`src/rtl/snitch_pkg.sv`:
```
// Shared data-port types for the Snitch address demultiplexer.
package snitch_pkg;

    localparam int unsigned DataWidth = 32;
    localparam int unsigned AddrBits  = 32;

    // Data-port request: the demux only looks at addr and write.
    typedef struct packed {
        logic [AddrBits-1:0]    addr;
        logic                   write;
        logic [DataWidth-1:0]   data;
        logic [DataWidth/8-1:0] strb;
    } dreq_t;

    // Data-port response: write echoes the request kind, error flags a fault.
    typedef struct packed {
        logic [DataWidth-1:0] data;
        logic                 write;
        logic                 error;
    } dresp_t;

    // Address rule; a target matches when (addr & mask) == base.
    typedef struct packed {
        logic [AddrBits-1:0] base;
        logic [AddrBits-1:0] mask;
    } addr_rule_t;

endpackage

```
`src/rtl/fifo_v3.sv`:
```
// Small first-word-fall-through FIFO with occupancy counter and flush.
module fifo_v3 #(
    parameter int unsigned DATA_WIDTH = 8,
    parameter int unsigned DEPTH      = 8
) (
    input  logic                  clk_i,
    input  logic                  rst_ni,
    input  logic                  flush_i,
    output logic                  full_o,
    output logic                  empty_o,
    input  logic [DATA_WIDTH-1:0] data_i,
    input  logic                  push_i,
    output logic [DATA_WIDTH-1:0] data_o,
    input  logic                  pop_i
);

    localparam int unsigned PtrWidth = (DEPTH > 1) ? $clog2(DEPTH) : 1;
    localparam int unsigned CntWidth = $clog2(DEPTH + 1);

    logic [PtrWidth-1:0]   wr_ptr_q, wr_ptr_d;
    logic [PtrWidth-1:0]   rd_ptr_q, rd_ptr_d;
    logic [CntWidth-1:0]   cnt_q, cnt_d;
    logic [DATA_WIDTH-1:0] mem_q [DEPTH];
    logic                  do_push, do_pop;

    assign full_o  = (cnt_q == CntWidth'(DEPTH));
    assign empty_o = (cnt_q == '0);
    assign data_o  = mem_q[rd_ptr_q];
    assign do_push = push_i & ~full_o;
    assign do_pop  = pop_i & ~empty_o;

    // Next-state pointers and occupancy, with explicit wrap for any depth.
    always_comb begin
        wr_ptr_d = wr_ptr_q;
        rd_ptr_d = rd_ptr_q;
        cnt_d    = cnt_q;
        if (do_push) begin
            wr_ptr_d = (wr_ptr_q == PtrWidth'(DEPTH - 1)) ? '0 : wr_ptr_q + 1'b1;
        end
        if (do_pop) begin
            rd_ptr_d = (rd_ptr_q == PtrWidth'(DEPTH - 1)) ? '0 : rd_ptr_q + 1'b1;
        end
        if (do_push && !do_pop) begin
            cnt_d = cnt_q + 1'b1;
        end else if (!do_push && do_pop) begin
            cnt_d = cnt_q - 1'b1;
        end
        if (flush_i) begin
            wr_ptr_d = '0;
            rd_ptr_d = '0;
            cnt_d    = '0;
        end
    end

    // Pointer and counter state; reset empties the queue.
    always_ff @(posedge clk_i or negedge rst_ni) begin
        if (!rst_ni) begin
            wr_ptr_q <= '0;
            rd_ptr_q <= '0;
            cnt_q    <= '0;
        end else begin
            wr_ptr_q <= wr_ptr_d;
            rd_ptr_q <= rd_ptr_d;
            cnt_q    <= cnt_d;
        end
    end

    // Storage needs no reset: entries are only read once counted in.
    always_ff @(posedge clk_i) begin
        if (do_push) begin
            mem_q[wr_ptr_q] <= data_i;
        end
    end

endmodule

```
`src/rtl/snitch_addr_decode.sv`:
```
// Address rule matcher: lowest matching rule index plus a no-match flag.
module snitch_addr_decode #(
    parameter int unsigned NrOutputs = 2,
    parameter int unsigned AddrWidth = 32,
    parameter int unsigned SelWidth  = 2
) (
    input  logic [AddrWidth-1:0]                addr_i,
    input  logic [NrOutputs-1:0][AddrWidth-1:0] rule_base_i,
    input  logic [NrOutputs-1:0][AddrWidth-1:0] rule_mask_i,
    output logic [SelWidth-1:0]                 idx_o,
    output logic                                no_match_o
);

    logic [NrOutputs-1:0] match;

    for (genvar gi = 0; gi < NrOutputs; gi++) begin : g_match
        assign match[gi] = ((addr_i & rule_mask_i[gi]) == rule_base_i[gi]);
    end

    // Priority encode: scan downwards so the lowest matching index wins.
    // With a single output this degenerates to "index 0, matched or not".
    always_comb begin
        idx_o      = '0;
        no_match_o = 1'b1;
        for (int i = int'(NrOutputs) - 1; i >= 0; i--) begin
            if (match[i]) begin
                idx_o      = SelWidth'(i);
                no_match_o = 1'b0;
            end
        end
    end

endmodule

```
`src/rtl/snitch_addr_demux.sv`:
```
// Address-based 1-to-N request demultiplexer with in-order response merge.
// Build option: define SNITCH_ADDR_DEMUX_ERR_EN to answer unmatched
// addresses locally with an error response instead of using DefaultPort.
module snitch_addr_demux
    import snitch_pkg::*;
#(
    parameter int unsigned NrOutputs   = 2,
    parameter int unsigned AddrWidth   = 32,
    parameter type         req_t       = dreq_t,
    parameter type         resp_t      = dresp_t,
    parameter int unsigned RespDepth   = 8,
    parameter int unsigned DefaultPort = 0
) (
    input  logic                                clk_i,
    input  logic                                rst_ni,
    input  logic [NrOutputs-1:0][AddrWidth-1:0] rule_base_i,
    input  logic [NrOutputs-1:0][AddrWidth-1:0] rule_mask_i,
    input  req_t                                req_payload_i,
    input  logic                                req_valid_i,
    output logic                                req_ready_o,
    output resp_t                               resp_payload_o,
    output logic                                resp_last_o,
    output logic                                resp_valid_o,
    input  logic                                resp_ready_i,
    output req_t  [NrOutputs-1:0]               req_payload_o,
    output logic  [NrOutputs-1:0]               req_valid_o,
    input  logic  [NrOutputs-1:0]               req_ready_i,
    input  resp_t [NrOutputs-1:0]               resp_payload_i,
    input  logic  [NrOutputs-1:0]               resp_last_i,
    input  logic  [NrOutputs-1:0]               resp_valid_i,
    output logic  [NrOutputs-1:0]               resp_ready_o
);

    // One extra code point so the local error responder has its own index.
    localparam int unsigned SelWidth  = $clog2(NrOutputs + 1);
    localparam int unsigned FifoWidth = SelWidth + 1;

    logic [SelWidth-1:0]  dec_idx;
    logic                 dec_no_match;
    logic [SelWidth-1:0]  sel;
    logic                 route_local;
    logic                 fifo_full, fifo_empty;
    logic                 accept_en;
    logic                 push, pop;
    logic [FifoWidth-1:0] head;
    logic [SelWidth-1:0]  head_sel;
    logic                 head_write;

    snitch_addr_decode #(
        .NrOutputs (NrOutputs),
        .AddrWidth (AddrWidth),
        .SelWidth  (SelWidth)
    ) i_decode (
        .addr_i      (req_payload_i.addr),
        .rule_base_i (rule_base_i),
        .rule_mask_i (rule_mask_i),
        .idx_o       (dec_idx),
        .no_match_o  (dec_no_match)
    );

`ifdef SNITCH_ADDR_DEMUX_ERR_EN
    assign sel         = dec_no_match ? SelWidth'(NrOutputs) : dec_idx;
    assign route_local = dec_no_match;
`else
    assign sel         = dec_no_match ? SelWidth'(DefaultPort) : dec_idx;
    assign route_local = 1'b0;
`endif

    // Reset gates the handshake so nothing is offered while rst_ni is low.
    assign accept_en = rst_ni & ~fifo_full;

    for (genvar gi = 0; gi < NrOutputs; gi++) begin : g_bcast
        assign req_payload_o[gi] = req_payload_i;
    end

    // Request steering: only the selected target sees valid.
    always_comb begin
        req_valid_o = '0;
        req_ready_o = 1'b0;
        if (route_local) begin
            req_ready_o = accept_en;
        end else begin
            for (int unsigned j = 0; j < NrOutputs; j++) begin
                if (sel == SelWidth'(j)) begin
                    req_valid_o[j] = req_valid_i & accept_en;
                    req_ready_o    = req_ready_i[j] & accept_en;
                end
            end
        end
    end

    assign push = req_valid_i & req_ready_o;

    fifo_v3 #(
        .DATA_WIDTH (FifoWidth),
        .DEPTH      (RespDepth)
    ) i_order_fifo (
        .clk_i   (clk_i),
        .rst_ni  (rst_ni),
        .flush_i (1'b0),
        .full_o  (fifo_full),
        .empty_o (fifo_empty),
        .data_i  ({sel, req_payload_i.write}),
        .push_i  (push),
        .data_o  (head),
        .pop_i   (pop)
    );

    assign head_sel   = head[FifoWidth-1:1];
    assign head_write = head[0];

    // Response merge: only the head target may complete; others stall.
    always_comb begin
        resp_payload_o = resp_payload_i[0];
        resp_last_o    = 1'b0;
        resp_valid_o   = 1'b0;
        resp_ready_o   = '0;
        for (int unsigned j = 0; j < NrOutputs; j++) begin
            if (head_sel == SelWidth'(j)) begin
                resp_payload_o = resp_payload_i[j];
                resp_last_o    = resp_last_i[j];
                if (!fifo_empty) begin
                    resp_valid_o    = resp_valid_i[j];
                    resp_ready_o[j] = resp_ready_i;
                end
            end
        end
`ifdef SNITCH_ADDR_DEMUX_ERR_EN
        if (head_sel == SelWidth'(NrOutputs)) begin
            resp_payload_o       = '0;
            resp_payload_o.error = 1'b1;
            resp_payload_o.write = head_write;
            resp_last_o          = 1'b1;
            resp_valid_o         = ~fifo_empty;
        end
`endif
    end

    // Multi-beat responses keep the head until their last beat retires.
    assign pop = resp_valid_o & resp_ready_i & resp_last_o;

`ifndef SYNTHESIS
    // Targets must not answer when nothing is outstanding.
    a_no_orphan_resp: assert property (@(posedge clk_i) disable iff (!rst_ni)
        fifo_empty |-> (resp_valid_i == '0));

    // Rules must stay put while a request waits, or sel could move under it.
    a_rules_stable: assert property (@(posedge clk_i) disable iff (!rst_ni)
        (req_valid_i && !req_ready_o) |=> ($stable(rule_base_i) && $stable(rule_mask_i)));

    // A delivered response must be of the same kind as the request it answers.
    a_resp_kind: assert property (@(posedge clk_i) disable iff (!rst_ni)
        (resp_valid_o && !fifo_empty) |-> (resp_payload_o.write == head_write));
`endif

endmodule

```
`config.mk`:
```
export PLATFORM = sky130hd
export DESIGN_NAME = snitch_addr_demux
export DESIGN_NICKNAME = d
export VERILOG_FILES = /design/src/rtl/snitch_pkg.sv /design/src/rtl/fifo_v3.sv /design/src/rtl/snitch_addr_decode.sv /design/src/rtl/snitch_addr_demux.sv
export SDC_FILE = /design/constraint.sdc
export NUM_CORES = 1
export LEC_CHECK = 0
export ABC_AREA = 1
export CORE_AREA = 2 2 177 179
export CTS_CLUSTER_DIAMETER = 60
export CTS_CLUSTER_SIZE = 20
export DETAILED_ROUTE_END_ITERATION = 10
export DIE_AREA = 0 0 179 181
export GPL_ROUTABILITY_DRIVEN = 0
export GPL_TIMING_DRIVEN = 0
export HOLD_SLACK_MARGIN = 0.02
export PLACE_DENSITY = 0.56
export SETUP_SLACK_MARGIN = 0.1
export SLEW_MARGIN = 20
export SYNTH_ARGS = -nofsm -noshare
export SYNTH_HDL_FRONTEND = slang
export SYNTH_SLANG_ARGS = --single-unit
```
`constraint.sdc`:
```
create_clock -name clk_i -period 4.9 [get_ports clk_i]
set_input_delay 0.49 -clock clk_i [delete_from_list [all_inputs] [get_ports clk_i]]
set_output_delay 0.49 -clock clk_i [all_outputs]
set_load 0.005 [all_outputs]
```
==> results of run 1 <==
==> cell families (layout without fill, tap and decap cells) <==
logic type      count (synthesis)  in the layout  share of synthesized area
fa+ha+maj                       8              8                     0.0264
simple gates                  474            474                      0.504
flops                          18             18                      0.120
mux                             1              1                    0.00276
buf+inv                       206            626                      0.320
compound gates                 13             13                     0.0178
xor+xnor                        4              4                    0.00859
==> through the flow <==
stage,setup slack (ns),area [um^2],util,cells
after global routing,0.849,8830,0.291,1540
after floorplan,2.15,4080,-,724
after detailed placement,0.935,8740,0.288,1536
after CTS,1.16,8830,0.291,1540
final,1.30,8830,0.291,1540
after global placement,0.978,8740,0.288,1536
==> synth_stat cells <==
library cell	number	area, um^2
inv_2	4	15.0
nand4_1	3	18.8
ha_1	7	87.6
nand3_2	2	20.0
inv_1	56	210
nand3b_4	1	20.0
nand2_1	323	1210
nand3b_1	29	218
a21o_1	1	7.51
o211ai_1	1	7.51
nor2_2	9	56.3
xor2_1	1	8.76
xnor2_1	3	26.3
a21oi_1	1	5.00
nand2_4	2	22.5
nor3_1	3	15.0
o21ai_1	6	30.0
mux2_2	1	11.3
o31ai_1	1	7.51
buf_2	3	15.0
dfrtp_1	10	250
buf_6	1	11.3
nor2_4	2	22.5
nor2_1	45	169
clkbuf_1	3	11.3
fa_1	1	20.0
o21ai_0	3	15.0
nand2_2	4	25.0
buf_4	139	1040
edfxtp_1	8	240
nand3_1	51	255
==> cell type report <==
cell class | instances | area, um^2 | area share
Clock buffer | 4 | 88.8 | 0.0101
Tap cell | 396 | 495 | 0.0561
Inverter | 60 | 225 | 0.0255
Timing Repair Buffer | 416 | 4160 | 0.472
Buffer | 146 | 1080 | 0.122
Multi-Input combinational cell | 500 | 2280 | 0.258
Sequential cell | 18 | 490 | 0.0556
==> final timing paths <==
check | endpoint | cells after the start | from | slack [ns]
setup / recovery | i_order_fifo.cnt_q[3] | 23 | req_payload_i[37] | 1.30
hold / removal | i_order_fifo.cnt_q[2] | 2 | i_order_fifo.cnt_q[2] | 0.55
setup reg to reg | i_order_fifo.cnt_q[3] | 16 | i_order_fifo.cnt_q[0] | 1.80
hold reg to reg | i_order_fifo.cnt_q[2] | 2 | i_order_fifo.cnt_q[2] | 0.55
max in group asynchronous | i_order_fifo.wr_ptr_q[1] | 1 | rst_ni | 3.97
min in group asynchronous | i_order_fifo.rd_ptr_q[1] | 1 | rst_ni | 0.58
==> report_power, final <==
part | internal [mW] | switching (mW) | leakage, nW
Clock | 0.124 | 0.0541 | 0.0442
Sequential | 0.199 | 0.0598 | 0.202
Combinational | 0.921 | 0.677 | 3.89
Total | 1.24 | 0.791 | 4.14
==> state kept, by name, summed over array words and instances, names as in the netlist <==
signal / count
i_order_fifo.mem_q: 8
i_order_fifo.wr_ptr_q: 3
i_order_fifo.cnt_q: 4
i_order_fifo.rd_ptr_q: 3
==> layer usage <==
layer,wire [um],global-route usage,vias up
met2,9120,0.196,271
met4,134,0.0172,0
met3,1980,0.0267,11
met5,0,0,-
li1,-,-,2944
met1,6020,0.0963,2338
==> critical path, stage by stage <==
cell,delay (ns)
clkdlybuf4s50_1,0.62
nand2_1,0.09
nand2_1,0.06
nand2_1,0.05
nor2_1,0.11
nand2_1,0.06
nor2_1,0.14
nand2_1,0.14
nor2_4,0.14
nand2_2,0.11
nand2_4,0.11
nand3_2,0.10
buf_6,0.17
inv_2,0.05
ha_1,0.17
inv_1,0.10
ha_1,0.30
a21o_1,0.18
a21oi_1,0.16
nor2_1,0.06
nor2_1,0.08
nand2_1,0.07
xor2_1,0.14
==> cells in the final DEF, fill, tap and decap left out, drive strengths merged, types with 3 or more instances in the layout <==
cell	netlist	routed
clkdlybuf4s50	0	416
xnor2	3	3
dfrtp	10	10
nand3	53	53
buf	143	143
o21ai	9	9
nor2	56	56
nand3b	30	30
edfxtp	8	8
nand4	3	3
inv	60	60
ha	7	7
clkbuf	3	7
nand2	329	329
nor3	3	3
==> impl_metrics.env, run 1 <==
export IMPL_status="completed"
export IMPL_max_freq_mhz=278
export IMPL_drt_iter0_drc=90
export IMPL_insertion_delay_ns=0.25
export IMPL_post_cts_resized=0
export IMPL_vias=5564
export IMPL_maxCapViolations=0
export IMPL_syn_instance_count=724
export IMPL_htreeDepth=1
export IMPL_io_pins=454
export IMPL_portBuffers=416
export IMPL_fp_row_count=64
export IMPL_dpl_hpwl_mm=15.9
export IMPL_ys_seq_elements=18
export IMPL_routed_wl_mm=17.3
export IMPL_worstPathMaxFanout=10
export IMPL_fin_tns_setup_ns=0
export IMPL_grt_max_degree=12
export IMPL_fp_dieH_um=181
export IMPL_whs_ns=0.547
export IMPL_slew_violations=0
export IMPL_cts_sinks=18
export IMPL_gr_total_overflow=0
export IMPL_period_needed_ns=3.60
export IMPL_pwr_density_cell_mw_per_mm2=231
export IMPL_relSlewSlack=0.446
export IMPL_finalSetupViolations=0
export IMPL_hold_class="flop to flop"
export IMPL_hold_buffers=0
export IMPL_numCtsBuffers=3
export IMPL_ir_drop_mv=0.115
export IMPL_post_cts_buffers=0
export IMPL_clock_skew_ns=0.00456
export IMPL_clockBufferDepth=2
export IMPL_fp_dieW_um=179
export IMPL_synth_nets=1007
export IMPL_cp_arrival_ns=3.74
export IMPL_synth_area_per_cell_um2=5.63
export IMPL_drc=0
export IMPL_drive_gt1_frac=0.150
export IMPL_tritoncts="done"
export IMPL_cp_required_ns=5.04
export IMPL_synthDistinctLibCells=31
export IMPL_antenna_cells=0
export IMPL_antenna_found_initial=0
export IMPL_worstSetupPathType="input port to flop"
export IMPL_rsz0062_at_grt="false"
export IMPL_initial_utilization=0.134
export IMPL_die_area_mm2=0.0324
export IMPL_grt_pass1_wl_mm=25.1
export IMPL_nFillCells=3362
export IMPL_vias_per_cell=3.61
export IMPL_fin_crit_sh=0.735
export IMPL_synth_area_mm2=0.00408
export IMPL_area_delta_synth_final_pct=116
export IMPL_tightest_slew_ns=0.825
export IMPL_final_hold_viol_count=0
export IMPL_yosys_warnings=0
export IMPL_track_usage=0.0969
export IMPL_fp_coreArea_mm2=0.0303
export IMPL_cts_root_buffer="clkbuf_16"
export IMPL_cp_start_kind="input port"
export IMPL_end_kind="flop"
export IMPL_p_leak_nw=4.14
export IMPL_dr_pass1_iters=4
export IMPL_grt_pass1_vias=5204
export IMPL_path_clk_slew_ns=0.05
export IMPL_synth_seq_area_share=0.120
export IMPL_layout_nets=1428
export IMPL_wl_per_cell_um=11.2
export IMPL_ant_nets=0
export IMPL_total_power_mw=2.04
Power figures use the tool's default switching activity.
==> run 2: changes to the inputs <==
--- a/config.mk
+++ b/config.mk
@@ -14,7 +14,7 @@
 export GPL_ROUTABILITY_DRIVEN = 0
 export GPL_TIMING_DRIVEN = 0
 export HOLD_SLACK_MARGIN = 0.02
-export PLACE_DENSITY = 0.56
+export PLACE_DENSITY = 0.58
 export SETUP_SLACK_MARGIN = 0.1
 export SLEW_MARGIN = 20
 export SYNTH_ARGS = -nofsm -noshare
==> constraint.sdc (replaced) <==
create_clock -name clk_i -period 2.96 [get_ports clk_i]
set_input_delay 0.296 -clock clk_i [delete_from_list [all_inputs] [get_ports clk_i]]
set_output_delay 0.296 -clock clk_i [all_outputs]
set_load 0.005 [all_outputs]
==> run 2 against run 1 <==
Sequential share of layout area is 0.12 points lower. Critical path depth is 1 lower. Critical endpoint unchanged. First-iteration DRC count is 7.8% higher. Sequential power is 69% higher. Cell count is 0.65% higher. Final area is 2.4% higher. Sequential cell count stayed put. Via count is 0.22% lower. Clock skew is 0.0035 ns lower.
==> impl_metrics.env, run 2 (synthesized netlist as in run 1, its figures left out) <==
export IMPL_cp_arrival_ns=2.95
export IMPL_fin_area_mm2=0.00904
export IMPL_fp_dieW_um=179
export IMPL_finalNonFillerCells=1550
export IMPL_fp_coreArea_mm2=0.0303
export IMPL_dr_pass1_iters=4
export IMPL_grt_max_degree=12
export IMPL_fin_tns_setup_ns=0
export IMPL_cp_start_kind="input port"
export IMPL_drt_iter0_drc=97
export IMPL_routed_wl_met2_mm=8.91
export IMPL_area_delta_synth_final_pct=122
export IMPL_met1_length_mm=6.43
export IMPL_dpl_hpwl_mm=15.4
export IMPL_largest_register="i_order_fifo.mem_q"
export IMPL_layout_common_cells="nand2_1 (317), clkdlybuf4s50_1 (312), buf_4 (147)"
export IMPL_grt_pass1_vias=5146
export IMPL_period_needed_ns=2.78
export IMPL_finalSetupViolations=0
export IMPL_rsz0062_at_grt="true"
export IMPL_total_power_mw=3.39
export IMPL_path_clk_slew_ns=0.05
export IMPL_numCtsBuffers=3
export IMPL_cp_required_ns=3.13
export IMPL_antenna_found_initial=1
export IMPL_pwr_density_cell_mw_per_mm2=375
export IMPL_r2r_start="i_order_fifo.cnt_q[1]"
export IMPL_wl_met3_mm=1.82
export IMPL_tightest_slew_ns=0.594
export IMPL_end_kind="flop"
export IMPL_io_pins=454
export IMPL_track_usage=0.0951
export IMPL_final_common_cell="nand2_1"
export IMPL_hold_class="input port to asynchronous set/reset pin"
export IMPL_startpoint="rule_base_i[44]"
export IMPL_fp_row_count=64
export IMPL_status="completed"
export IMPL_vias_per_cell=3.58
export IMPL_cts_root_buffer="clkbuf_16"
export IMPL_final_hold_viol_count=0
export IMPL_insertion_delay_ns=0.25
export IMPL_clock_skew_ns=0.00110
export IMPL_clockBufferDepth=2
export IMPL_portBuffers=416
export IMPL_whs_ns=0.132
export IMPL_dp_cells=1536
export IMPL_tritoncts="done"
export IMPL_relSlewSlack=0.601
export IMPL_htreeDepth=1
export IMPL_maxCapViolations=0
export IMPL_worstPathMaxFanout=3
export IMPL_slew_violations=0
export IMPL_die_area_mm2=0.0324
export IMPL_gr_total_overflow=0
export IMPL_routed_wl_mm=17.3
export IMPL_max_freq_mhz=360
export IMPL_drive_gt1_frac=0.187
export IMPL_ir_drop_mv=0.234
export IMPL_grt_pass1_wl_mm=24.9
export IMPL_drc=0
export IMPL_p_leak_nw=4.70
export IMPL_largest_reg_flops=8
export IMPL_ant_nets=0
export IMPL_reg_top3="i_order_fifo.mem_q: 8 flops, i_order_fifo.cnt_q: 4 flops"
export IMPL_vias=5552
export IMPL_cts_sinks=18
export IMPL_fin_crit_sh=0.938
export IMPL_initial_utilization=0.134
export IMPL_top_layer="met4"
export IMPL_layout_nets=1437
export IMPL_wl_per_cell_um=11.2
export IMPL_worstSetupPathType="input port to flop"
export IMPL_reg2reg_depth=16
export IMPL_place_area_mm2=0.00874
export IMPL_fp_dieH_um=181
run 2: cell types whose count changed in the layout (fill, tap and decap cells not counted), moves of 6 or more:
cell / previous run / this run
buf_4: 139 / 147
nor2_2: 9 / 18
clkbuf_2: 0 / 11
nor2_1: 45 / 36
dlygate4sd2_1: 0 / 44
dlymetal6s2s_1: 0 / 47
nand2_1: 323 / 317
clkdlybuf4s50_1: 416 / 312
run 2: metrics by stage:
stage | setup slack (ns) | utilization
2_1_floorplan | 0.284 | -
3_3_place_gp | -0.767 | 0.288
3_5_place_dp | -0.823 | 0.288
4_1_cts | 0.0427 | 0.293
5_1_grt | -0.0174 | 0.298
6_report | 0.183 | 0.298
run 2: layout make-up:
type	count	area, um^2
clock buffers	3	75.1
diodes	1	2.50
repair buffers	425	4260
plain buffers	146	1090
flip-flops and latches	18	492
fillers	3290	21300
multi-input cells	500	2400
clock inverters	1	3.75
inverters	60	228
well taps	396	495
run 2: final timing paths:
kind / to / slack, ns
min reg2reg: i_order_fifo.rd_ptr_q[2] / 0.56
max in group asynchronous: i_order_fifo.rd_ptr_q[0] / 2.45
min in group clk_i: i_order_fifo.rd_ptr_q[2] / 0.56
min: i_order_fifo.cnt_q[1] / 0.13
max: i_order_fifo.cnt_q[3] / 0.18
max reg2reg: i_order_fifo.cnt_q[3] / 0.30
run 2: report_power, final:
part | leakage (nW) | switching [mW] | internal [mW]
logic | 4.46 | 1.14 | 1.54
registers | 0.201 | 0.107 | 0.331
clock network | 0.0385 | 0.0894 | 0.179
total | 4.70 | 1.33 | 2.05
run 2: worst max-delay path, stage by stage:
cell             delay (ns)
clkdlybuf4s50_1        0.48
nand3b_1               0.10
nand2_1                0.05
nor2_1                 0.09
nand2_1                0.06
nor2_1                 0.12
nand2_2                0.08
nor2_4                 0.12
buf_6                  0.11
nand3_4                0.10
nand3_4                0.10
buf_8                  0.10
inv_2                  0.03
ha_4                   0.16
inv_4                  0.07
ha_4                   0.19
a21o_1                 0.16
a21oi_2                0.16
buf_4                  0.13
nand2_1                0.04
nand2_1                0.07
xor2_1                 0.14
run 2: per-layer routing:
layer,vias up,GRT usage
li1,2969,-
met1,2324,0.0996
met2,249,0.190
met3,10,0.0253
met4,0,0.0114
met5,-,0
run 2: what timing repair did:
action,4_1_cts,5_1_grt
resized for setup,81,83
setup buffers,8,1
endpoints found under the setup margin,6,32
hold buffers,0,0
pin swaps,35,57
==> run 3: changes to the inputs <==
--- a/config.mk
+++ b/config.mk
@@ -6,15 +6,15 @@
 export NUM_CORES = 1
 export LEC_CHECK = 0
 export ABC_AREA = 1
-export CORE_AREA = 2 2 177 179
+export CORE_AREA = 2 2 178 180
 export CTS_CLUSTER_DIAMETER = 60
 export CTS_CLUSTER_SIZE = 20
 export DETAILED_ROUTE_END_ITERATION = 10
-export DIE_AREA = 0 0 179 181
+export DIE_AREA = 0 0 180 182
 export GPL_ROUTABILITY_DRIVEN = 0
 export GPL_TIMING_DRIVEN = 0
 export HOLD_SLACK_MARGIN = 0.02
-export PLACE_DENSITY = 0.58
+export PLACE_DENSITY = 0.56
 export SETUP_SLACK_MARGIN = 0.1
 export SLEW_MARGIN = 20
 export SYNTH_ARGS = -nofsm -noshare
==> constraint.sdc (replaced) <==
create_clock -name clk_i -period 3.1 [get_ports clk_i]
set_input_delay 0.31 -clock clk_i [delete_from_list [all_inputs] [get_ports clk_i]]
set_output_delay 0.31 -clock clk_i [all_outputs]
set_load 0.005 [all_outputs]
==> run 3 against run 2 <==
Cell count is 0.26% higher. Non-clock buffer count is 2 lower. Utilization is 0.80 points lower. Clock skew hardly changed. Largest cell class unchanged. Largest power group unchanged. Count of clock-buffer cells in the layout stayed put. Routed wire length is 5.0% higher. Sequential cell count stayed put. Via count is 0.11% higher. Combinational power is 3% lower. Register-to-register slack worse by 0.03 ns.
==> impl_metrics.env, run 3 (synthesized netlist as in run 1, its figures left out) <==
export IMPL_status="completed"
export IMPL_clock_skew_ns=0.00154
export IMPL_vias_per_cell=3.58
export IMPL_layout_common_cells="clkdlybuf4s50_1 (373), nand2_1 (316), buf_4 (146)"
export IMPL_routed_wl_mm=18.2
export IMPL_relSlewSlack=0.628
export IMPL_clockBufferDepth=2
export IMPL_p_seq_frac=0.126
export IMPL_p_clk_frac=0.080
export IMPL_worstPathMaxFanout=3
export IMPL_end_kind="flop"
export IMPL_p_switching_mw=1.33
export IMPL_final_hold_viol_count=0
export IMPL_cts_sinks=18
export IMPL_p_comb_frac=0.794
export IMPL_maxCapViolations=0
export IMPL_cp_arrival_ns=3.05
export IMPL_pwr_density_cell_mw_per_mm2=365
export IMPL_dp_cells=1542
export IMPL_worstSetupPathType="input port to flop"
export IMPL_vias=5558
export IMPL_final_common_cell="clkdlybuf4s50_1"
export IMPL_r2r_start="i_order_fifo.rd_ptr_q[0]"
export IMPL_finalSetupViolations=0
export IMPL_p_leak_nw=4.34
export IMPL_ir_drop_mv=0.205
export IMPL_sw_frac_of_total=0.405
export IMPL_fin_crit_sh=0.939
export IMPL_reg_top3="i_order_fifo.mem_q: 8 flops, i_order_fifo.cnt_q: 4 flops"
export IMPL_numCtsBuffers=3
export IMPL_gr_total_overflow=0
export IMPL_fp_dieH_um=182
export IMPL_fp_coreArea_mm2=0.0310
export IMPL_max_freq_mhz=343
export IMPL_path_clk_slew_ns=0.05
export IMPL_fin_area_mm2=0.00898
export IMPL_drive_gt1_frac=0.178
export IMPL_layout_nets=1435
export IMPL_dpl_hpwl_mm=16.5
export IMPL_grt_pass1_wl_mm=26.9
export IMPL_tightest_slew_ns=0.558
export IMPL_cts_root_buffer="clkbuf_16"
export IMPL_insertion_delay_ns=0.25
export IMPL_fp_row_count=65
export IMPL_drc=0
export IMPL_grt_pass1_vias=5424
export IMPL_finalWorstSetupSlack_ns=0.188
export IMPL_track_usage=0.103
export IMPL_initial_utilization=0.132
export IMPL_ant_nets=0
export IMPL_finalNonFillerCells=1554
export IMPL_largest_reg_flops=8
export IMPL_area_delta_synth_final_pct=120
export IMPL_fp_dieW_um=180
export IMPL_grt_max_degree=12
export IMPL_die_area_mm2=0.0328
export IMPL_largest_register="i_order_fifo.mem_q"
export IMPL_total_power_mw=3.28
export IMPL_period_needed_ns=2.91
export IMPL_drt_iter0_drc=106
export IMPL_wl_per_cell_um=11.7
export IMPL_place_area_mm2=0.00874
export IMPL_dr_pass1_iters=4
export IMPL_pre_cts_ws_ns=-0.724
export IMPL_hold_class="input port to asynchronous set/reset pin"
export IMPL_startpoint="rule_mask_i[51]"
export IMPL_rsz0062_at_grt="true"
export IMPL_portBuffers=416
export IMPL_antenna_found_initial=1
export IMPL_slew_violations=0
export IMPL_hold_buffers=0
export IMPL_tritoncts="done"
export IMPL_whs_ns=0.0308
export IMPL_cp_start_kind="input port"
export IMPL_cp_required_ns=3.24
export IMPL_p_int_mw=1.95
export IMPL_htreeDepth=1
export IMPL_io_pins=454
## run 3: changes by cell type in the layout (fill, tap and decap cells not counted), moves of 2 or more
cell             before  now
clkdlybuf4s50_1     312  373
dlymetal6s2s_1       47   10
dlygate4sd2_1        44   33
clkbuf_2             11    2
clkdlybuf4s15_1       5    0
nor2_1               36   33
nand3_1              48   50
nand3_2               3    1
nor2_4                2    4
## run 3: worst max-delay path: stages
cell and delay, ns:
clkdlybuf4s50_1 0.47, nand2_1 0.05, nand2_1 0.07, nand2_2 0.08, nor2_2 0.10, nand2_1 0.08
nor2_4 0.14, nand2_4 0.07, nor2_4 0.09, nand2_2 0.08, nand2_4 0.10, nand3_4 0.09
buf_8 0.13, inv_2 0.05, ha_4 0.14, inv_4 0.04, ha_1 0.28, a21o_1 0.17
a21oi_2 0.15, nor2_1 0.05, nor2_1 0.07, nand2_1 0.07, xor2_1 0.14
## run 3: area by class of cell
class | count | area [um^2]
Fill cell | 3400 | 22000
Timing Repair Buffer | 423 | 4200
Multi-Input combinational cell | 500 | 2390
Buffer | 146 | 1090
Tap cell | 402 | 503
Sequential cell | 18 | 490
Inverter | 60 | 228
Clock buffer | 3 | 75.1
Clock inverter | 1 | 3.75
Antenna cell | 1 | 2.50
## run 3: per-layer routing
layer | vias to the layer above | share of wire | GRT usage | wire [um]
met3 | 8 | 0.092 | 0.0295 | 1670
li1 | 2967 | - | - | -
met5 | - | 0 | 0 | 0
met4 | 0 | 0.010 | 0.0205 | 187
met2 | 264 | 0.54 | 0.210 | 9770
met1 | 2319 | 0.36 | 0.101 | 6570
## run 3: per-stage QoR
step                utilization  TNS (ns)
finish                    0.290         0
floorplan                     -         0
global placement          0.282     -1.70
global route              0.290   -0.0277
detailed placement        0.282     -2.02
CTS                       0.285   -0.0150
## run 3: final timing paths
kind | end | slack, ns | depth (start not counted)
hold reg to reg | i_order_fifo.cnt_q[0] | 0.56 | 1
min in group clk_i | i_order_fifo.cnt_q[0] | 0.56 | 1
hold / removal | i_order_fifo.rd_ptr_q[2] | 0.03 | 1
setup / recovery | i_order_fifo.cnt_q[3] | 0.19 | 23
setup reg to reg | i_order_fifo.cnt_q[3] | 0.27 | 17
max in group asynchronous | i_order_fifo.wr_ptr_q[0] | 2.70 | 1
## run 3: power groups by stage
stage / sequential (mW) / combinational, mW / clock [mW]
final: 0.412 / 2.60 / 0.262
after global routing: 0.427 / 2.89 / 0.279
after CTS: 0.411 / 2.64 / 0.268
after detailed placement: 0.413 / 2.63 / 0
after global placement: 0.413 / 2.60 / 0
after floorplan: 0.392 / 1.15 / 0
## run 3: repair_timing
item	in CTS	in global routing
gates resized for setup	43	37
endpoints found under the setup margin	6	20
setup buffers	2	5
pin swaps	5	15
